## config.mk

```make
export PLATFORM = sky130hd
export DESIGN_NAME = mc_ctrl_fsm_flat
export DESIGN_NICKNAME = d
export VERILOG_FILES = /design/src/rtl/mc_ctrl_pkg.sv /design/src/rtl/mc_ctrl_fsm_if.sv /design/src/rtl/mc_branch_eval.sv /design/src/rtl/mc_ctrl_fsm.sv /design/src/flat_wrapper.sv
export SDC_FILE = /design/constraint.sdc
export NUM_CORES = 1
export LEC_CHECK = 0
export BUFFER_PORTS_ARGS = -buffer_cell sky130_fd_sc_hd__buf_2
export CORE_ASPECT_RATIO = 1.25
export CORE_MARGIN = 2
export CORE_UTILIZATION = 30
export DETAILED_ROUTE_END_ITERATION = 10
export PLACE_DENSITY = 0.65
export SLEW_MARGIN = 20
export SYNTH_ARGS = -nofsm -noshare
export SYNTH_HDL_FRONTEND = slang
export SYNTH_SLANG_ARGS = --single-unit
```

## constraint.sdc

```tcl
create_clock -name clk_i -period 2 [get_ports clk_i]
set_input_delay 0.2 -clock clk_i [delete_from_list [all_inputs] [get_ports clk_i]]
set_output_delay 0.2 -clock clk_i [all_outputs]
set_load 0.05 [all_outputs]
```

## src/rtl/mc_ctrl_pkg.sv

```systemverilog
// Shared types and encodings for the multi-cycle MIPS control FSM.
// Opcode/funct constants, ALU op codes and datapath mux selects.
package mc_ctrl_pkg;

   typedef enum logic [3:0] {
      IDLE, FETCH, DECODE, EXEC_R, EXEC_I, MEM_ADDR, MEM_RD, MEM_WR,
      WB_R, WB_I, WB_MEM, BRANCH, JUMP, JAL, ERR
   } stateT;

   localparam logic [5:0] OP_RTYPE = 6'd0;
   localparam logic [5:0] OP_BGEZ  = 6'd1;
   localparam logic [5:0] OP_J     = 6'd2;
   localparam logic [5:0] OP_JAL   = 6'd3;
   localparam logic [5:0] OP_BEQ   = 6'd4;
   localparam logic [5:0] OP_BNE   = 6'd5;
   localparam logic [5:0] OP_BNEZ  = 6'd6;
   localparam logic [5:0] OP_BGT   = 6'd7;
   localparam logic [5:0] OP_ADDI  = 6'd8;
   localparam logic [5:0] OP_SLTI  = 6'd10;
   localparam logic [5:0] OP_ORI   = 6'd13;
   localparam logic [5:0] OP_LUI   = 6'd15;
   localparam logic [5:0] OP_LW    = 6'd35;
   localparam logic [5:0] OP_SW    = 6'd43;
   localparam logic [5:0] FN_JR    = 6'd8;

   localparam logic [2:0] ALU_ORI  = 3'b000;
   localparam logic [2:0] ALU_SUB  = 3'b001;
   localparam logic [2:0] ALU_R    = 3'b010;
   localparam logic [2:0] ALU_LUI  = 3'b011;
   localparam logic [2:0] ALU_ADD  = 3'b100;
   localparam logic [2:0] ALU_SLTI = 3'b101;
   localparam logic [2:0] ALU_TEST = 3'b110;
   localparam logic [2:0] ALU_JAL  = 3'b111;

   localparam logic [1:0] SRCB_RT     = 2'b00;
   localparam logic [1:0] SRCB_FOUR   = 2'b01;
   localparam logic [1:0] SRCB_IMM    = 2'b10;
   localparam logic [1:0] SRCB_BRANCH = 2'b11;

   localparam logic [1:0] PCSRC_ALU    = 2'd0;
   localparam logic [1:0] PCSRC_ALUOUT = 2'd1;
   localparam logic [1:0] PCSRC_JUMP   = 2'd2;
   localparam logic [1:0] PCSRC_RS     = 2'd3;

   localparam logic [1:0] REGDST_RT = 2'd0;
   localparam logic [1:0] REGDST_RD = 2'd1;
   localparam logic [1:0] REGDST_RA = 2'd2;

   localparam logic [1:0] M2R_ALUOUT = 2'd0;
   localparam logic [1:0] M2R_MDR    = 2'd1;
   localparam logic [1:0] M2R_PC     = 2'd2;

   function automatic logic [2:0] iTypeAluOp(input logic [5:0] opcode);
      case (opcode)
         OP_SLTI: return ALU_SLTI;
         OP_ORI:  return ALU_ORI;
         OP_LUI:  return ALU_LUI;
         default: return ALU_ADD;
      endcase
   endfunction

   // Two-register compares subtract; single-register tests use the sign/zero test.
   function automatic logic [2:0] branchAluOp(input logic [5:0] opcode);
      case (opcode)
         OP_BNEZ, OP_BGEZ: return ALU_TEST;
         default:          return ALU_SUB;
      endcase
   endfunction

endpackage

```

## src/rtl/mc_ctrl_fsm_if.sv

```systemverilog
// Unified memory port handshake between the control FSM and memory.
// The FSM holds mem_req_o/mem_we_o until mem_ack_i.
interface mc_ctrl_fsm_if;
   logic mem_req_o;
   logic mem_we_o;
   logic i_or_d_o;
   logic mem_ack_i;

   modport master (output mem_req_o, output mem_we_o, output i_or_d_o, input mem_ack_i);
   modport slave  (input mem_req_o, input mem_we_o, input i_or_d_o, output mem_ack_i);
endinterface

```

## src/rtl/mc_branch_eval.sv

```systemverilog
// Combinational branch-taken decision from opcode and ALU flags.
module mc_branch_eval
   import mc_ctrl_pkg::*;
(
   input  logic [5:0] opcode_i,
   input  logic       zero_i,
   input  logic       neg_i,
   output logic       taken_o
);

   always_comb begin
      case (opcode_i)
         OP_BEQ:  taken_o = zero_i;
         OP_BNE:  taken_o = !zero_i;
         OP_BGT:  taken_o = !zero_i && !neg_i;
         OP_BNEZ: taken_o = !zero_i;
         OP_BGEZ: taken_o = !neg_i;
         default: taken_o = 1'b0;
      endcase
   end

endmodule

```

## src/rtl/mc_ctrl_fsm.sv

```systemverilog
// Multi-cycle MIPS control FSM: sequences ALU, memory port, IR and PC.
// Define MC_MEM_TIMEOUT_EN to enable the memory-ack watchdog (ERR state, err_o).
module mc_ctrl_fsm
   import mc_ctrl_pkg::*;
#(
   parameter int TIMEOUT = 16
) (
   input  logic              clk_i,
   input  logic              rst_i,
   mc_ctrl_fsm_if.master     memBus,
   input  logic [5:0]        opcode_i,
   input  logic [5:0]        funct_i,
   input  logic              zero_i,
   input  logic              neg_i,
   output logic              ir_write_o,
   output logic              pc_write_o,
   output logic              alu_src_a_o,
   output logic [1:0]        alu_src_b_o,
   output logic [2:0]        alu_op_o,
   output logic              reg_write_o,
   output logic [1:0]        reg_dst_o,
   output logic [1:0]        mem_to_reg_o,
   output logic [1:0]        pc_source_o,
   output logic              illegal_o,
   output logic              err_o
);

   if (TIMEOUT < 2) begin : gBadTimeout
      $error("TIMEOUT must be at least 2");
   end

   stateT state, nextState;
   logic  memReq, memWe, iOrD;
   logic  branchTaken;
   logic  isJr;
   logic  memAck;

   assign memAck = memBus.mem_ack_i;
   assign isJr   = (opcode_i == OP_RTYPE) && (funct_i == FN_JR);

   mc_branch_eval uBranchEval (
      .opcode_i (opcode_i),
      .zero_i   (zero_i),
      .neg_i    (neg_i),
      .taken_o  (branchTaken)
   );

`ifdef MC_MEM_TIMEOUT_EN
   localparam int CNT_W = $clog2(TIMEOUT + 1);
   logic [CNT_W-1:0] waitCnt;
   logic             timeoutHit;

   assign timeoutHit = memReq && !memAck && (waitCnt == CNT_W'(TIMEOUT - 1));

   always_ff @(posedge clk_i or negedge rst_i) begin
      if (!rst_i)                 waitCnt <= '0;
      else if (memReq && !memAck) waitCnt <= waitCnt + 1'b1;
      else                        waitCnt <= '0;
   end

   assign err_o = (state == ERR);
`else
   assign err_o = 1'b0;
`endif

   // NOTE: sequential state uses non-blocking assignment so every flop samples pre-edge values.
   always_ff @(posedge clk_i or negedge rst_i) begin
      if (!rst_i) state <= IDLE;
      else        state <= nextState;
   end

   always_comb begin
      // NOTE: every output gets a default first so no path through the case infers a latch.
      nextState    = state;
      memReq       = 1'b0;
      memWe        = 1'b0;
      iOrD         = 1'b0;
      ir_write_o   = 1'b0;
      pc_write_o   = 1'b0;
      alu_src_a_o  = 1'b0;
      alu_src_b_o  = SRCB_RT;
      alu_op_o     = ALU_ORI;
      reg_write_o  = 1'b0;
      reg_dst_o    = REGDST_RT;
      mem_to_reg_o = M2R_ALUOUT;
      pc_source_o  = PCSRC_ALU;
      illegal_o    = 1'b0;

      case (state)
         IDLE: nextState = FETCH;
         FETCH: begin
            memReq      = 1'b1;
            alu_src_b_o = SRCB_FOUR;
            alu_op_o    = ALU_ADD;
            if (memAck) begin
               ir_write_o = 1'b1;
               pc_write_o = 1'b1;
               nextState  = DECODE;
            end
         end
         DECODE: begin
            alu_src_b_o = SRCB_BRANCH;
            alu_op_o    = ALU_ADD;
            case (opcode_i)
               OP_RTYPE:                          nextState = isJr ? JUMP : EXEC_R;
               OP_ADDI, OP_SLTI, OP_ORI, OP_LUI:  nextState = EXEC_I;
               OP_LW, OP_SW:                      nextState = MEM_ADDR;
               OP_BEQ, OP_BNE, OP_BGT, OP_BNEZ,
               OP_BGEZ:                           nextState = BRANCH;
               OP_J:                              nextState = JUMP;
               OP_JAL:                            nextState = JAL;
               default: begin
                  illegal_o = 1'b1;
                  nextState = FETCH;
               end
            endcase
         end
         EXEC_R: begin
            alu_src_a_o = 1'b1;
            alu_op_o    = ALU_R;
            nextState   = WB_R;
         end
         EXEC_I: begin
            alu_src_a_o = 1'b1;
            alu_src_b_o = SRCB_IMM;
            alu_op_o    = iTypeAluOp(opcode_i);
            nextState   = WB_I;
         end
         MEM_ADDR: begin
            alu_src_a_o = 1'b1;
            alu_src_b_o = SRCB_IMM;
            alu_op_o    = ALU_ADD;
            nextState   = (opcode_i == OP_SW) ? MEM_WR : MEM_RD;
         end
         MEM_RD: begin
            memReq = 1'b1;
            iOrD   = 1'b1;
            if (memAck) nextState = WB_MEM;
         end
         MEM_WR: begin
            memReq = 1'b1;
            memWe  = 1'b1;
            iOrD   = 1'b1;
            if (memAck) nextState = FETCH;
         end
         WB_R: begin
            reg_write_o = 1'b1;
            reg_dst_o   = REGDST_RD;
            nextState   = FETCH;
         end
         WB_I: begin
            reg_write_o = 1'b1;
            nextState   = FETCH;
         end
         WB_MEM: begin
            reg_write_o  = 1'b1;
            mem_to_reg_o = M2R_MDR;
            nextState    = FETCH;
         end
         BRANCH: begin
            alu_src_a_o = 1'b1;
            alu_op_o    = branchAluOp(opcode_i);
            pc_write_o  = branchTaken;
            pc_source_o = PCSRC_ALUOUT;
            nextState   = FETCH;
         end
         JUMP: begin
            pc_write_o  = 1'b1;
            pc_source_o = isJr ? PCSRC_RS : PCSRC_JUMP;
            nextState   = FETCH;
         end
         JAL: begin
            pc_write_o   = 1'b1;
            pc_source_o  = PCSRC_JUMP;
            alu_op_o     = ALU_JAL;
            reg_write_o  = 1'b1;
            reg_dst_o    = REGDST_RA;
            mem_to_reg_o = M2R_PC;
            nextState    = FETCH;
         end
         ERR:     nextState = ERR;
         default: nextState = IDLE;
      endcase

`ifdef MC_MEM_TIMEOUT_EN
      if (timeoutHit) nextState = ERR;
`endif
   end

   assign memBus.mem_req_o = memReq;
   assign memBus.mem_we_o  = memWe;
   assign memBus.i_or_d_o  = iOrD;

endmodule

```

## src/flat_wrapper.sv

```systemverilog
// flat-port wrapper written by rule: the top's interface ports become plain ports
module mc_ctrl_fsm_flat import mc_ctrl_pkg::*;
#(
   parameter int TIMEOUT = 16
)
  (clk_i, rst_i, opcode_i, funct_i, zero_i, neg_i, ir_write_o, pc_write_o, alu_src_a_o, alu_src_b_o, alu_op_o, reg_write_o, reg_dst_o, mem_to_reg_o, pc_source_o, illegal_o, err_o, memBus_mem_req_o, memBus_mem_we_o, memBus_i_or_d_o, memBus_mem_ack_i);
  mc_ctrl_fsm_if memBus_i ();
  input  logic clk_i;
  input  logic rst_i;
  input  logic [5:0] opcode_i;
  input  logic [5:0] funct_i;
  input  logic zero_i;
  input  logic neg_i;
  output logic ir_write_o;
  output logic pc_write_o;
  output logic alu_src_a_o;
  output logic [1:0] alu_src_b_o;
  output logic [2:0] alu_op_o;
  output logic reg_write_o;
  output logic [1:0] reg_dst_o;
  output logic [1:0] mem_to_reg_o;
  output logic [1:0] pc_source_o;
  output logic illegal_o;
  output logic err_o;
  output wire logic [$bits(memBus_i.mem_req_o)-1:0] memBus_mem_req_o;
  output wire logic [$bits(memBus_i.mem_we_o)-1:0] memBus_mem_we_o;
  output wire logic [$bits(memBus_i.i_or_d_o)-1:0] memBus_i_or_d_o;
  input wire logic [$bits(memBus_i.mem_ack_i)-1:0] memBus_mem_ack_i;
  assign memBus_mem_req_o = memBus_i.mem_req_o;
  assign memBus_mem_we_o = memBus_i.mem_we_o;
  assign memBus_i_or_d_o = memBus_i.i_or_d_o;
  assign memBus_i.mem_ack_i = memBus_mem_ack_i;
  mc_ctrl_fsm #(.TIMEOUT(TIMEOUT)) u_core (.clk_i(clk_i), .rst_i(rst_i), .memBus(memBus_i), .opcode_i(opcode_i), .funct_i(funct_i), .zero_i(zero_i), .neg_i(neg_i), .ir_write_o(ir_write_o), .pc_write_o(pc_write_o), .alu_src_a_o(alu_src_a_o), .alu_src_b_o(alu_src_b_o), .alu_op_o(alu_op_o), .reg_write_o(reg_write_o), .reg_dst_o(reg_dst_o), .mem_to_reg_o(mem_to_reg_o), .pc_source_o(pc_source_o), .illegal_o(illegal_o), .err_o(err_o));
endmodule
```

* Word-level counts from Yosys, hierarchy flattened *
Index checks and enable logic that the tools add are counted.

storage, ports and cells
  register bits = 4
  latch bits = 0
  bits in writable memories = 0
  memory bits (read-only) = 0
  input bits = 17
  output and inout port bits = 20
  logic and storage cells = 79
  memories = 0

operators by class
  add/subtract/negate cells = 0
  $mul = 0
  divide/modulo/power cells = 0
  order comparisons = 0
  equality and inequality tests = 31
  shift operators = 0
  mux-type cells = 26
  bitwise logic cells = 0
  reductions and logical operators = 21

operator list
  operator                                       number
  one-hot mux 4 bit (9 select lines)             1
  == test 6 x 4 -> 1 bit, second input constant  5
  == test 4 bit, second input constant           7
  == test 6 x 3 -> 1 bit, second input constant  4
  one-hot mux 4 bit (6 select lines)             1
  == test 4 x 3 -> 1 bit, second input constant  4
  2-to-1 mux 4 bit                               4
  one-hot mux 3 bit (5 select lines)             1
  OR reduction 14 bit                            1
  == test 6 x 2 -> 1 bit, second input constant  2
  == test 6 bit, second input constant           2
  one-hot mux 2 bit (3 select lines)             2
  OR reduction 2 bit                             6
  OR reduction 4 bit                             3
  2-to-1 mux 1 bit                               11
  one-hot mux 3 bit (3 select lines)             1
  == test 4 x 2 -> 1 bit, second input constant  2
  one-hot mux 2 bit (2 select lines)             2
  OR reduction 7 bit                             1
  == test 6 x 1 -> 1 bit, second input constant  1
  zero test 6 bit                                1
  != test 2 bit, second input constant           3
  OR reduction 3 bit                             2
  OR reduction 5 bit                             1
  other kinds (8)                                10

* Depth between registers and ports, before layout *
Gate-level depths: netlist of run 1.

  word-level depth = 5
  mapped depth = 6
  depth with buffers taken out = 4

* Hierarchy *
From an unflattened synthesis of run 1, not the netlist that was laid out.

second synthesis, totals
  cell total of the unflattened synthesis = 127
  area, all modules = 843.3 µm²

modules (own cells, without submodules)
  module          instances  cells an instance  area each (µm²)  seq. area each (µm²)
  mc_ctrl_fsm     1          119                798.3            100.1
  mc_branch_eval  1          8                  45.0             0.0

* Worst setup path before layout of run 1 *
No wires, ideal clock.

  kind = register to output
  start = register u_core.state[3]
  end = output ir_write_o
  data arrival time = 2365 ps
  required time = 1800 ps
  path slack = -565 ps
  cell stages (with the launch flop) = 4
  path buffers = 2
  cells stage by stage = dfrtp_1 clkbuf_1 clkbuf_1 nor4_1

between the ends
  cells in the longest elaborated chain, start to end = 2

RTL lines
  element                 RTL line            text
  start, declared         mc_ctrl_fsm.sv:32   stateT state, nextState;
  start signal, assigned  mc_ctrl_fsm.sv:69   else state <= nextState;
  == test 4 x 1 -> 1 bit  mc_ctrl_fsm.sv:89   case (state)
  2-to-1 mux 1 bit        mc_ctrl_fsm.sv:89
  end, declared           flat_wrapper.sv:14  output logic ir_write_o;

Every way passes these cells.

* Final worst setup path of run 1 *
  start = register u_core.state[3]
  end = output illegal_o

between the ends
  cells in the longest elaborated chain, start to end = 2

RTL lines
  element                 RTL line            text
  == test 4 x 2 -> 1 bit  mc_ctrl_fsm.sv:89
  2-to-1 mux 1 bit        mc_ctrl_fsm.sv:89
  end, declared           flat_wrapper.sv:23  output logic illegal_o;

Every way passes these cells.

==> impl_metrics.yaml, run 1 <==
run_status:
  outcome: "finished clean"
timing:
  clock_skew_ps: 0.882
  max_clock_freq_ghz: 0.524
  period_share_pct: 95.4
  finalHoldWorstSlack_ps: 304
  setup_ws_ps: 92.0
  post-route-min-period_ps: 1910
  hold_viol: 0
  rsz_0062_raised_after_global_routing: "false"
  setup_violations: 0
  final_max_slew_viol_count: 0
detailed_routing:
  drt_pre_antenna_iters: 4
  viasPerCell: 5.51
  avgRoutedWirePerCell_microns: 12.7
  route.vias.total: 1069
  ant_nets: 0
  route.final.wire_length_microns: 2460
  detail_route.drc_violations: 0
  detail_route.iter0.violations: 33
placement:
  post-dp-hpwl_microns: 1990
  finalWeightedCongestion: 0.874
  detailedPlace.worstSlack_ps: 116
  io_buffer_count: 35
clocking:
  worst_setup_hold_path_clk_slew_ps: 40
  cts.path.max_buffers: 2
  h-tree-depth: 1
  cts_sinks: 4
  clkLatencyLatePin_ps: 230
  tritoncts_clock_tree: "built"
  cts_buffers: 3
  clock_tree.root_cell: "sky130_fd_sc_hd__clkbuf_4"
floorplan:
  rows: 22
  initial_core_utilization_pct: 30.7
  die-height_microns: 64.8
  die_w_microns: 52.6
  core_sq_mm: 0.00289
  die_area_sq_mm: 0.00341
  pin_count: 37
yosys:
  yosys-top-cells-count: "sky130_fd_sc_hd__nor2_1 (14), sky130_fd_sc_hd__nand2b_1 (8), sky130_fd_sc_hd__buf_2 (7), sky130_fd_sc_hd__nand2_1 (7), sky130_fd_sc_hd__a21oi_1 (6)"
  synth_top_area_share_pct: 11.3
  dominantRegCellSynth: "sky130_fd_sc_hd__dfrtp_1"
  synth-edff-count: 0
  yosys.area_share.simple_pct: 41.5
  synth_top_cells_by_area: "sky130_fd_sc_hd__dfrtp_1 (11%), sky130_fd_sc_hd__nor2_1 (5.9%), sky130_fd_sc_hd__nand2b_1 (5.6%)"
  yosysWarnings: 0
  yosys.area_share.xor_xnor_pct: 0
  synth.most_common_cell: "sky130_fd_sc_hd__nor2_1"
  synth_top_area_cell: "sky130_fd_sc_hd__dfrtp_1"
  syn_area_cell_sq_um: 6.99
  synthDistinctLibCells: 54
  synth_seq_cells: 4
  synthesis.area_sq_um: 887
  postSynthNetCount: 144
  yosys.area_share.adder_pct: 0
  synthArstFlopShare_pct: 100
  synth_top_family_by_area: "simple AND/OR/NAND/NOR gates"
  muxShareOfSynthArea_pct: 1.13
  synthCells: 127
  synth_sequential_area_ratio_pct: 11.3
  synth_compound_area_share_pct: 35.4
setup_path:
  critPathCaptureType: "output port"
  setup.worst_path.start: "u_core.state[3]"
  worst_ep_arrival_time_ps: 1710
  timing_worst_setup_path_type: "flop to output port"
  setup.worst_path.start_class: "flop"
  crit_required_ps: 1800
  launching_point_of_the_worst_reg2reg_path: "u_core.state[2]"
  maximum_fanout_encountered_on_the_critical_timing_path: 12
global_routing:
  maximum_number_of_pins_on_one_net_before_global_route_repair: 18
  antenna_found_initial: 0
  grt_pass1_wl_microns: 4020
  grtUsageTotal_pct: 14.8
  grt-ovfl-total: 0
  first_global_vias: 895
flow_run:
  cap_viol_max_count: 0
power:
  powerDensity_mw_per_mm2: 1320
  peak_vdd_ir_mv: 0.775
  power.leakage_nw: 0.520
  power_consumption_mw: 1.51
final_layout:
  largest_register_ff_count: 4
  largest_register: "u_core.state"
  antennaDiodeCount: 0
  reg_top3: "u_core.state: 4 flops"
  area_growth_pct: 29.1
  final_nets: 177
  post_route_cells_drive_above_1_share_pct: 38.6
worst_hold_path:
  hold_path_class: "input port to async pin"
cells by family after synthesis:
group / Yosys count
simple gates: 61
flops: 4
buf+inv: 18
compound gates: 42
mux: 1
other cells: 1
layout by cell type, fill, tap and decap left out, types with 3 or more instances in the layout:
cell / instances
sky130_fd_sc_hd__buf_2: 32
sky130_fd_sc_hd__nor2_1: 14
sky130_fd_sc_hd__nand2b_1: 8
sky130_fd_sc_hd__nand2_1: 7
sky130_fd_sc_hd__buf_4: 7
sky130_fd_sc_hd__a21oi_1: 6
sky130_fd_sc_hd__clkbuf_4: 6
sky130_fd_sc_hd__o21ai_1: 4
sky130_fd_sc_hd__nor2b_1: 4
sky130_fd_sc_hd__a21o_1: 4
sky130_fd_sc_hd__nor3b_1: 3
sky130_fd_sc_hd__inv_1: 3
sky130_fd_sc_hd__nand3_1: 3
sky130_fd_sc_hd__nor3_1: 3
worst paths after layout:
path / end / slack (ps) / cells after the start
max: illegal_o / 90 / 4
min: u_core.state[1] / 300 / 2
max reg2reg: u_core.state[0] / 420 / 4
min reg2reg: u_core.state[2] / 620 / 1
max in group asynchronous: u_core.state[2] / 1570 / 2
min in group clk_i: u_core.state[3] / 400 / 3
power by group:
group,internal [mW],switching (mW),total [mW]
sequential,0.114,0.0509,0.165
combinational,0.417,0.834,1.25
clock,0.0669,0.0290,0.0959
total,0.598,0.914,1.51
layer usage:
metal | vias to the layer above | GRT usage (%) | routed length [microns]
li1 | 533 | - | -
met1 | 498 | 20.3 | 1030
met2 | 38 | 25.3 | 1310
met3 | 0 | 0 | 119
met4 | 0 | 3.85 | 0
met5 | - | 0 | 0
critical path, stage by stage (launching register included):
cell and delay [ps]:
sky130_fd_sc_hd__dfrtp_2 480, sky130_fd_sc_hd__or3_1 460, sky130_fd_sc_hd__a21oi_1 140, sky130_fd_sc_hd__o211a_1 150, sky130_fd_sc_hd__buf_2 250
metrics by stage:
stage	instance area [sq um]	TNS, ps	instances	utilization [%]
global placement	1100	0	190	38.1
global route	1140	0	194	39.6
floorplan	907	-617	127	-
CTS	1130	0	194	39.2
finish	1140	0	194	39.6
detailed placement	1100	0	190	38.1
area by class of cell:
cell class	count	area, sq um
multi-input cells	105	718
repair buffers	43	245
flip-flops and latches	4	103
clock buffers	3	22.5
well taps	36	45.0
inverters	3	11.3
fillers	323	1750
timing repair:
action / in CTS / in global routing
endpoints found under the hold margin: 4 / 0
endpoints found under the setup margin: 0 / 5
resized for setup: 0 / 6
hold buffers: 1 / 0
buffers inserted: 0 / 0
(Power assumes the default switching activity.)
==> run 2, diff against run 1 <==
--- a/config.mk
+++ b/config.mk
@@ -5,12 +5,12 @@
 export SDC_FILE = /design/constraint.sdc
 export NUM_CORES = 1
 export LEC_CHECK = 0
-export BUFFER_PORTS_ARGS = -buffer_cell sky130_fd_sc_hd__buf_2
 export CORE_ASPECT_RATIO = 1.25
 export CORE_MARGIN = 2
 export CORE_UTILIZATION = 30
 export DETAILED_ROUTE_END_ITERATION = 10
-export PLACE_DENSITY = 0.65
+export DONT_BUFFER_PORTS = 1
+export PLACE_DENSITY = 0.55
 export SLEW_MARGIN = 20
 export SYNTH_ARGS = -nofsm -noshare
 export SYNTH_HDL_FRONTEND = slang
==> impl_metrics.yaml, run 2 (same netlist as run 1, synthesis figures left out) <==
global_routing:
  first_global_vias: 897
  antenna_found_initial: 0
  grt_pass1_wl_microns: 3860
  grtUsageTotal_pct: 14.4
  maximum_number_of_pins_on_one_net_before_global_route_repair: 18
  grt-ovfl-total: 0
power:
  power.clock.fraction_pct: 5.8
  power.net_switching_mw: 0.930
  powerDensity_mw_per_mm2: 1450
  power.leakage_nw: 0.477
  intPower_mw: 0.733
  peak_vdd_ir_mv: 0.679
  sw_frac_of_total_pct: 55.9
  p_comb_share_pct: 85.1
  seqPwrFrac_pct: 9.1
clocking:
  worst_setup_hold_path_clk_slew_ps: 40
  cts.path.max_buffers: 2
  cts_sinks: 4
  clkLatencyLatePin_ps: 230
  tritoncts_clock_tree: "built"
  cts_buffers: 3
  h-tree-depth: 1
  clock_tree.root_cell: "sky130_fd_sc_hd__clkbuf_4"
final_layout:
  final_nets: 162
  antennaDiodeCount: 0
  largest_register: "u_core.state"
  finish.instance_area_sq_mm: 0.00115
  post_route_cells_drive_above_1_share_pct: 32.9
  stdcell_count: 179
  largest_register_ff_count: 4
  area_growth_pct: 29.5
  most_frequent_cells_in_the_layout: "sky130_fd_sc_hd__buf_4 (25), sky130_fd_sc_hd__nor2_1 (14), sky130_fd_sc_hd__nand2b_1 (8), sky130_fd_sc_hd__nand2_1 (7), sky130_fd_sc_hd__a21oi_1 (6)"
  reg_top3: "u_core.state: 4 flops"
  mostFrequentLayoutCell: "sky130_fd_sc_hd__buf_4"
detailed_routing:
  detail_route.drc_violations: 0
  route.vias.total: 991
  drt_pre_antenna_iters: 4
  route.final.wire_length_microns: 2390
  ant_nets: 0
  detail_route.iter0.violations: 23
  viasPerCell: 5.54
  avgRoutedWirePerCell_microns: 13.4
setup_path:
  setup.worst_path.start_class: "flop"
  timing.reg2reg.worst_path_depth: 4
  launching_point_of_the_worst_reg2reg_path: "u_core.state[2]"
  reg2reg_setup_slack_ps: 360
  crit_required_ps: 1800
  maximum_fanout_encountered_on_the_critical_timing_path: 6
  worst_ep_arrival_time_ps: 1670
  critPathCaptureType: "output port"
  rr_endpoint: "u_core.state[0]"
  timing_worst_setup_path_type: "flop to output port"
timing:
  period_share_pct: 93.4
  final_max_slew_viol_count: 0
  setup_violations: 0
  clock_skew_ps: 6.15
  setup_ws_ps: 132
  final.setup.tns_ps: 0
  max_clock_freq_ghz: 0.535
  rsz_0062_raised_after_global_routing: "false"
  hold_viol: 0
  post-route-min-period_ps: 1870
floorplan:
  die_w_microns: 52.6
  core_sq_mm: 0.00289
  initial_core_utilization_pct: 30.7
  pin_count: 37
  die_area_sq_mm: 0.00341
  rows: 22
  die-height_microns: 64.8
worst_hold_path:
  min_path_cells: 2
  end_point_of_the_worst_hold_path: "u_core.state[1]"
  min-delay-start: "opcode_i[1]"
  hold_path_class: "input port to flop"
placement:
  post-dp-hpwl_microns: 1940
  io_buffer_count: 0
  finalWeightedCongestion: 0.856
  detailedPlace.worstSlack_ps: 264
  numPlacedInstances: 171
  dpl_cell_area_sq_mm: 0.00108
flow_run:
  cap_viol_max_count: 0
run_status:
  outcome: "finished clean"
## run 2: cell count changes in the layout (fill, tap and decap cells not counted), moves of 2 or more
cell / before / now
sky130_fd_sc_hd__buf_4: 7 / 25
sky130_fd_sc_hd__buf_12: 0 / 2
sky130_fd_sc_hd__buf_2: 32 / 0
sky130_fd_sc_hd__clkbuf_4: 6 / 3
## run 2: through the flow
| step | util (%) | total power, mW | hold slack, ps |
|---|---|---|---|
| floorplan | - | 1.13 | -95.6 |
| global placement | 37.4 | 1.49 | -95.4 |
| detailed placement | 37.4 | 1.50 | -95.5 |
| CTS | 38.6 | 1.61 | 169 |
| global route | 39.7 | 1.78 | 164 |
| finish | 39.7 | 1.66 | 175 |
## run 2: power groups by stage
| stage | Combinational (mW) | Clock, mW | Sequential (mW) |
|---|---|---|---|
| detailed placement | 1.33 | 0 | 0.175 |
| CTS | 1.33 | 0.102 | 0.174 |
| global placement | 1.32 | 0 | 0.173 |
| finish | 1.41 | 0.0957 | 0.152 |
| floorplan | 1.00 | 0 | 0.129 |
| global route | 1.51 | 0.107 | 0.162 |
## run 2: worst max-delay path by stage
stage / end / start / slack (ps) / cells after the start
floorplan: pc_write_o / u_core.state[1] / -320 / 4
global route: alu_op_o[2] / u_core.state[1] / 30 / 5
CTS: alu_op_o[0] / u_core.state[3] / 8 / 5
finish: alu_op_o[2] / u_core.state[1] / 130 / 5
global placement: illegal_o / u_core.state[3] / 280 / 4
detailed placement: alu_op_o[0] / u_core.state[3] / 260 / 5
## run 2: what timing repair did
| action | 4_1_cts | 5_1_grt |
|---|---|---|
| setup buffers | 0 | 4 |
| resized for setup | 0 | 2 |
| setup endpoints to repair | 0 | 5 |
| hold buffers | 1 | 0 |
| endpoints found under the hold margin | 4 | 0 |
## run 2: per-layer routing
metal / routed length, microns / vias to the layer above / track usage, %
li1: - / 500 / -
met2: 1180 / 31 / 23.8
met5: 0 / - / 0
met3: 124 / 0 / 3.00
met1: 1080 / 460 / 18.8
met4: 0 / 0 / 3.85
## run 2: final cells by class
cell class,instances,area (sq um)
clock buffers,3,22.5
fillers,310,1740
inverters,3,11.3
multi-input cells,105,731
flip-flops and latches,4,101
well taps,36,45.0
repair buffers,28,238
## run 2: worst max-delay path, stage by stage, from the launching register on
cell and delay [ps]:
sky130_fd_sc_hd__dfrtp_1 400, sky130_fd_sc_hd__buf_4 170, sky130_fd_sc_hd__nand2b_1 240, sky130_fd_sc_hd__o221a_2 310, sky130_fd_sc_hd__o21ai_1 130, sky130_fd_sc_hd__buf_12 170
==> run 3, diff against run 2 <==
--- a/config.mk
+++ b/config.mk
@@ -5,6 +5,7 @@
 export SDC_FILE = /design/constraint.sdc
 export NUM_CORES = 1
 export LEC_CHECK = 0
+export ABC_AREA = 1
 export CORE_ASPECT_RATIO = 1.25
 export CORE_MARGIN = 2
 export CORE_UTILIZATION = 30
==> impl_metrics.yaml, run 3 <==
run_status:
  outcome: "finished clean"
final_layout:
  nFillCells: 278
  largest_register: "u_core.state"
  area_growth_pct: 32.1
  final_core_util_pct: 41.5
  final_nets: 181
  largest_register_ff_count: 4
  finish.instance_area_sq_mm: 0.00101
  antennaDiodeCount: 0
  most_frequent_cells_in_the_layout: "sky130_fd_sc_hd__nand2_1 (29), sky130_fd_sc_hd__inv_1 (25), sky130_fd_sc_hd__nor2_1 (22), sky130_fd_sc_hd__nand3_1 (12), sky130_fd_sc_hd__buf_4 (12)"
  reg_top3: "u_core.state: 4 flops"
  mostFrequentLayoutCell: "sky130_fd_sc_hd__nand2_1"
  post_route_cells_drive_above_1_share_pct: 30.2
power:
  power.leakage_nw: 0.522
  power_consumption_mw: 1.47
  peak_vdd_ir_mv: 0.500
  powerDensity_mw_per_mm2: 1460
clocking:
  cts.path.max_buffers: 2
  cts_sinks: 4
  clock_tree.root_cell: "sky130_fd_sc_hd__clkbuf_4"
  clkLatencyLatePin_ps: 240
  tritoncts_clock_tree: "built"
  h-tree-depth: 1
  worst_setup_hold_path_clk_slew_ps: 40
  cts_buffers: 3
timing:
  final_max_slew_viol_count: 0
  clock_skew_ps: 2.99
  finalHoldWorstSlack_ps: 227
  post-route-min-period_ps: 1820
  setup_violations: 0
  hold_viol: 0
  setup_ws_ps: 183
  max_clock_freq_ghz: 0.551
  period_share_pct: 90.8
  rsz_0062_raised_after_global_routing: "false"
setup_path:
  timing_worst_setup_path_type: "flop to output port"
  maximum_fanout_encountered_on_the_critical_timing_path: 8
  critPathCaptureType: "output port"
  setup.worst_path.start_class: "flop"
  worst_ep_arrival_time_ps: 1620
  crit_required_ps: 1800
  setup.worst_path.start: "u_core.state[2]"
  launching_point_of_the_worst_reg2reg_path: "u_core.state[1]"
  reg2reg_setup_slack_ps: 700
floorplan:
  core_sq_mm: 0.00243
  initial_core_utilization_pct: 31.4
  rows: 20
  die_area_sq_mm: 0.00297
  die-height_microns: 60.4
  pin_count: 37
  die_w_microns: 49.1
yosys:
  synthesis.area_sq_um: 763
  yosys-top-cells-count: "sky130_fd_sc_hd__nand2_1 (29), sky130_fd_sc_hd__inv_1 (25), sky130_fd_sc_hd__nor2_1 (24), sky130_fd_sc_hd__nand3_1 (12), sky130_fd_sc_hd__inv_2 (8)"
  synth_seq_cells: 4
  synth_compound_area_share_pct: 14.1
  synthArstFlopShare_pct: 100
  synth.most_common_cell: "sky130_fd_sc_hd__nand2_1"
  synth_top_family_by_area: "simple AND/OR/NAND/NOR gates"
  muxShareOfSynthArea_pct: 0
  synthCells: 144
  yosys.area_share.simple_pct: 53.6
  synth-edff-count: 0
  yosys.area_share.xor_xnor_pct: 0
  yosys.area_share.adder_pct: 0
  synth_top_cells_by_area: "sky130_fd_sc_hd__nand2_1 (14%), sky130_fd_sc_hd__dfrtp_1 (13%), sky130_fd_sc_hd__inv_1 (12%)"
  postSynthNetCount: 161
  synth_top_area_share_pct: 14.3
  synth_top_area_cell: "sky130_fd_sc_hd__nand2_1"
  syn_area_cell_sq_um: 5.30
  synth_sequential_area_ratio_pct: 13.1
  synthDistinctLibCells: 24
  dominantRegCellSynth: "sky130_fd_sc_hd__dfrtp_1"
  yosysWarnings: 0
global_routing:
  grt-ovfl-total: 0
  first_global_vias: 896
  antenna_found_initial: 0
  grt_pass1_wl_microns: 3540
  maximum_number_of_pins_on_one_net_before_global_route_repair: 9
  grtUsageTotal_pct: 14.9
placement:
  detailedPlace.worstSlack_ps: 368
  dpl_cell_area_sq_um: 968
  post-dp-hpwl_microns: 1800
  finalWeightedCongestion: 0.902
  io_buffer_count: 0
detailed_routing:
  drt_pre_antenna_iters: 4
  ant_nets: 0
  detail_route.iter0.violations: 16
  route.vias.total: 931
  detail_route.drc_violations: 0
  route.final.wire_length_microns: 2050
  viasPerCell: 4.77
  avgRoutedWirePerCell_microns: 10.5
flow_run:
  cap_viol_max_count: 0
worst_hold_path:
  hold_path_class: "input port to async pin"
[run 3: critical path, stage by stage, from the launching register on]
cell	delay, ps
sky130_fd_sc_hd__dfrtp_2	420
sky130_fd_sc_hd__inv_2	60
sky130_fd_sc_hd__nor2_4	110
sky130_fd_sc_hd__inv_1	100
sky130_fd_sc_hd__nor2_2	140
sky130_fd_sc_hd__inv_1	80
sky130_fd_sc_hd__o311ai_2	220
sky130_fd_sc_hd__buf_4	240
[run 3: path summary, 6_finish.rpt]
check / to / cells past startpoint
min in group clk_i: u_core.state[0] / 4
worst min-delay path: u_core.state[3] / 1
max in group asynchronous: u_core.state[1] / 1
worst max register to register: u_core.state[2] / 9
worst min register to register: u_core.state[0] / 2
worst max-delay path: alu_op_o[1] / 7
[run 3: power breakdown]
part | total [mW] | internal, mW | switching [mW] | leakage [nW]
Clock | 0.102 | 0.0672 | 0.0352 | 0.0138
Combinational | 1.19 | 0.375 | 0.815 | 0.460
Sequential | 0.182 | 0.119 | 0.0637 | 0.0480
[run 3: per-stage QoR]
step	instances	TNS, ps
after global routing	195	0
after floorplan	144	-61.8
after CTS	195	0
after detailed placement	191	0
after global placement	191	0
final	195	0
[run 3: timing repair]
action,4_1_cts,5_1_grt
hold buffers,1,0
setup endpoints to repair,0,2
buffers inserted,0,0
hold endpoints to repair,4,0
resized for setup,0,4
[run 3: logic make-up (layout without fill, tap and decap cells)]
family                 count (synthesis)  in the layout
AND/OR/NAND/NOR                       86             86
other                                  1              1
AO/OA/AOI/OAI                         18             18
flip-flops                             4              4
buffers and inverters                 35             53
[run 3: per-layer routing]
layer	vias up	wire (microns)	track usage (%)
met4	0	25	6.12
met2	33	1070	30.7
met3	3	110	1.97
met1	415	840	15.1
met5	-	0	0
li1	480	-	-
[run 3: final cells by class]
class	instances	area [sq um]	share of cell area (%)
tap	33	41.3	4.09
multi-input combinational	105	537	53.2
sequential	4	104	10.3
clock buffer	3	22.5	2.23
timing repair buffer	17	180	17.9
inverter	33	124	12.3
